===== config.mk =====
export PLATFORM = sky130hd
export DESIGN_NAME = int_arb
export DESIGN_NICKNAME = d
export VERILOG_FILES = /design/src/rtl/int_arb.sv
export SDC_FILE = /design/constraint.sdc
export NUM_CORES = 1
export LEC_CHECK = 0
export BUFFER_PORTS_ARGS = -buffer_cell sky130_fd_sc_hd__buf_2
export CORE_AREA = 2 2 39 41
export CTS_BUF_LIST = sky130_fd_sc_hd__clkbuf_16
export CTS_CLUSTER_DIAMETER = 30
export CTS_CLUSTER_SIZE = 10
export DETAILED_ROUTE_END_ITERATION = 16
export DIE_AREA = 0 0 41 43
export GPL_ROUTABILITY_DRIVEN = 0
export PLACE_DENSITY = 0.56
export SYNTH_ARGS = -nofsm -noshare
export SYNTH_HDL_FRONTEND = slang
export SYNTH_SLANG_ARGS = --single-unit

===== constraint.sdc =====
create_clock -name clk -period 0.9 [get_ports clk]
set_input_delay 0.09 -clock clk [delete_from_list [all_inputs] [get_ports clk]]
set_output_delay 0.09 -clock clk [all_outputs]
set_load 0.1 [all_outputs]

===== src/rtl/int_arb.sv =====
// Interrupt arbiter: per-source edge/level capture, I-flag gating and fixed-priority
// selection at instruction boundaries, including the post-reset vector fetch.
module int_arb #(
    parameter int unsigned               NUM_SRC   = 2,
    parameter logic [NUM_SRC-1:0]        EDGE_MASK = 2'b10,
    parameter logic [NUM_SRC-1:0]        NMI_MASK  = 2'b10,
    parameter logic [NUM_SRC*8-1:0]      VEC_TABLE = {8'hFA, 8'hFE},
    parameter logic [7:0]                RST_VEC   = 8'hFC,
    localparam int unsigned              SRC_W     = (NUM_SRC > 1) ? $clog2(NUM_SRC) : 1
) (
    input  logic               clk,
    input  logic               reset,
    input  logic [NUM_SRC-1:0] irq_in,
    input  logic               I,
    input  logic               sync,
    input  logic               rdy,
    output logic               int_req,
    output logic               take,
    output logic [7:0]         vector,
    output logic [SRC_W-1:0]   src_id,
    output logic               rst_pend,
    output logic [NUM_SRC-1:0] pending
);

    logic [NUM_SRC-1:0] in_d;
    logic [NUM_SRC-1:0] edge_q;
    logic [NUM_SRC-1:0] edge_d;
    logic [NUM_SRC-1:0] set_edge;
    logic [NUM_SRC-1:0] elig;
    logic [NUM_SRC-1:0] win_onehot;
    logic [SRC_W-1:0]   win_idx;
    logic [7:0]         win_vec;
    logic               accept;
    logic               src_accept;

    // Edge bits come from the latch, level bits follow the pin directly.
    assign set_edge = irq_in & ~in_d & EDGE_MASK;
    assign pending  = (edge_q & EDGE_MASK) | (irq_in & ~EDGE_MASK);
    assign elig     = pending & (NMI_MASK | {NUM_SRC{~I}});
    assign int_req  = rst_pend | (|elig);
    assign accept   = sync & rdy & int_req;
    assign src_accept = accept & ~rst_pend;

    // Lowest eligible index wins.
    always_comb begin
        win_idx    = '0;
        win_vec    = RST_VEC;
        win_onehot = '0;
        for (int i = NUM_SRC - 1; i >= 0; i--) begin
            if (elig[i]) begin
                win_idx    = SRC_W'(i);
                win_vec    = VEC_TABLE[i*8 +: 8];
                win_onehot = NUM_SRC'(1) << i;
            end
        end
    end

    // A new edge in the accepting cycle re-arms the bit so it is not lost.
    always_comb begin
        edge_d = edge_q;
        if (src_accept) begin
            edge_d = edge_d & ~win_onehot;
        end
        edge_d = (edge_d | set_edge) & EDGE_MASK;
    end

    always_ff @(posedge clk) begin
        in_d <= irq_in;
        if (reset) begin
            edge_q   <= '0;
            take     <= 1'b0;
            vector   <= RST_VEC;
            src_id   <= '0;
            rst_pend <= 1'b1;
        end else begin
            edge_q <= edge_d;
            take   <= accept;
            if (accept) begin
                if (rst_pend) begin
                    vector   <= RST_VEC;
                    src_id   <= '0;
                    rst_pend <= 1'b0;
                end else begin
                    vector <= win_vec;
                    src_id <= win_idx;
                end
            end
        end
    end

endmodule

==> flow_metrics.env <==
export IMPL_yosys_top_cells_area="dfxtp_1 (44%), buf_4 (17%), nor2b_4 (4.4%)"
export IMPL_tns_ns=-0.9839
export IMPL_synth_top_area_cell="dfxtp_1"
export IMPL_cellPowerDensity_nw_per_um2=2277
export IMPL_numCtsBuffers=3
export IMPL_crit_required_ns=0.81
export IMPL_setup_viol=8
export IMPL_clock_sinks=7
export IMPL_vias_per_cell=3.871
export IMPL_vias=271
export IMPL_worstSetupPathType="reg -> out"
export IMPL_drc_errors=0
export IMPL_synth_seq_area_share=0.4444
export IMPL_ys_ff_latch=7
export IMPL_layout_common_cells="buf_12 (8), conb_1 (6), buf_2 (6)"
export IMPL_die_area_um2=1763
export IMPL_maxUsedRoutingLayer="met3"
export IMPL_path_clk_slew_ns=0.04
export IMPL_io_buffers=14
export IMPL_status="finished, violations left"
export IMPL_r2r_end="vector[2]"
export IMPL_area_growth_pct=105.6
export IMPL_synthCells=33
export IMPL_drt_iter0_markers=6
export IMPL_synth_top_area_frac=0.4444
export IMPL_clock_path_buffers=2
export IMPL_drt_pass1_iterations=4
export IMPL_drive_gt1_frac=0.5741
export IMPL_fin_crit_sh=1.339
export IMPL_grt_max_degree=7
export IMPL_nets=62
export IMPL_skew_ns=0.0008099
export IMPL_period_minus_slack_ns=1.205
export IMPL_drv_slew=0
export IMPL_pin_count=21
export IMPL_mappedNetlistArea_um2=315.3
export IMPL_r2r_cells=3
export IMPL_grt_pass1_wl_um=993
export IMPL_rows=14
export IMPL_drt_total_wl_um=630
export IMPL_violations="setup timing"
export IMPL_p_seq_frac=0.225
export IMPL_dieHeight_um=43
export IMPL_p_sw_mw=0.4569
export IMPL_fmax_mhz=829.9
export IMPL_wl_met1_um=280
export IMPL_whs_ns=0.1150
export IMPL_clockPowerShare=0.501
export IMPL_hold_viol=0
export IMPL_internal_power_mw=1.019
export IMPL_die_w_um=41
export IMPL_cp_start_kind="flop"
export IMPL_drv_cap=0
export IMPL_power_mw=1.476
export IMPL_layout_setup_ws_ns=-0.3049
export IMPL_min_path_type="in -> reg"
export IMPL_met2RoutedLength_um=290
export IMPL_regToRegSetupSlack_ns=-0.21
export IMPL_ant_nets=0
export IMPL_vdd_drop_max_mv=1.825
export IMPL_r2r_start="rst_pend"
export IMPL_critical_path_arrival_ns=1.11
export IMPL_p_leak_nw=0.2854
export IMPL_fillers=122
export IMPL_cp_endpoint="int_req"
export IMPL_insertedDiodeCount=0
export IMPL_synth_avg_cell_area_um2=9.555
export IMPL_switching_share=0.3096
export IMPL_cp_max_fo=2
export IMPL_coreArea_um2=1384
export IMPL_dpl_hpwl_um=463.5
export IMPL_cts_root_buf="clkbuf_16"
export IMPL_met3_length_um=60
export IMPL_grt_pass1_vias=244
export IMPL_rsz0062_at_grt="yes"
export IMPL_crit_start="edge_q[1]"
export IMPL_start_util=0.2278
export IMPL_wl_per_cell_um=9.000
export IMPL_insertion_delay_ns=0.23
export IMPL_yosysWarningCount=0
export IMPL_grt_antenna_before_repair=0
export IMPL_synth_cell_types=18
export IMPL_grt_use_total=0.08643
export IMPL_critPathCaptureType="output pin"
export IMPL_htreeDepth=1
export IMPL_p_comb_frac=0.274
export IMPL_cts_tree="built"
export IMPL_final_common_cell="buf_12"
export IMPL_grt_overflow=0
cell type report:
class                      instances  area [um^2]  area share
timing repair buffer              20        245.2      0.3784
sequential                         7        156.4      0.2413
multi-input combinational         22        143.9      0.2220
clock buffer                       3        75.07      0.1158
tap                               16        20.02     0.03089
clock inverter                     1        3.754    0.005792
inverter                           1        3.754    0.005792
Yosys cell counts, drive strengths merged:
cell type,number
buf,7
dfxtp,7
a21oi,2
conb,2
nand2,2
a211oi,1
a21o,1
a221o,1
a221oi,1
and2,1
inv,1
nand2b,1
nor2b,1
nor3b,1
o21ai,1
o31ai,1
or2,1
or3,1
repair_timing:
| action | in CTS | in global routing |
|---|---|---|
| endpoints found under the hold margin | 1 | 0 |
| buffers inserted | 1 | 2 |
| hold buffers | 1 | 0 |
| pin swaps | 1 | 1 |
| resized for setup | 8 | 1 |
| endpoints found under the setup margin | 6 | 8 |
worst max-delay path: stages (launching register included):
cell and delay (ns):
dfxtp_4 0.33, or3_4 0.38, buf_12 0.18
per-layer routing:
| layer | track usage | up-vias |
|---|---|---|
| li1 | - | 141 |
| met1 | 0.1226 | 116 |
| met2 | 0.09375 | 14 |
| met3 | 0.04712 | 0 |
| met4 | 0.06000 | 0 |
| met5 | 0 | - |
state kept, by name, indices dropped and copies added (netlist names):
name and flops:
in_d 1, edge_q 1, take 1, vector 2, rst_pend 1, src_id 1
how the worst min path moves through the flow:
stage	end	from	slack (ns)	depth (start not counted)
global route	src_id	reset	0.11	2
finish	edge_q[1]	reset	0.11	2
detailed placement	in_d[1]	irq_in[1]	0.21	1
floorplan	in_d[1]	irq_in[1]	0.12	0
global placement	in_d[1]	irq_in[1]	0.21	1
CTS	src_id	reset	0.11	2
stage by stage:
step,worst slack (ns),instance area (um^2),utilization,cells
finish,-0.3049,648.1,0.4684,70
global route,-0.3212,648.1,0.4684,70
CTS,-0.2989,640.6,0.4629,69
detailed placement,-0.1841,516.7,0.3734,63
global placement,-0.1777,516.7,0.3734,63
floorplan,-0.3985,351.6,-,37
cell families (layout without fill, tap and decap cells):
kind of cell / after synthesis / in the layout / share of synthesized area
compound gates: 8 / 8 / 0.1786
simple gates: 8 / 8 / 0.1747
buf+inv: 8 / 25 / 0.1786
other cells: 2 / 6 / 0.02382
flops: 7 / 7 / 0.4444
power groups by stage:
stage / Clock, mW / Sequential (mW) / Combinational [mW]
2_1_floorplan: 0 / 0.427 / 0.202
3_3_place_gp: 0 / 0.337 / 0.374
3_5_place_dp: 0 / 0.337 / 0.375
4_1_cts: 0.746 / 0.332 / 0.401
5_1_grt: 0.785 / 0.334 / 0.419
6_report: 0.739 / 0.332 / 0.405
Power figures use the tool's default switching activity.
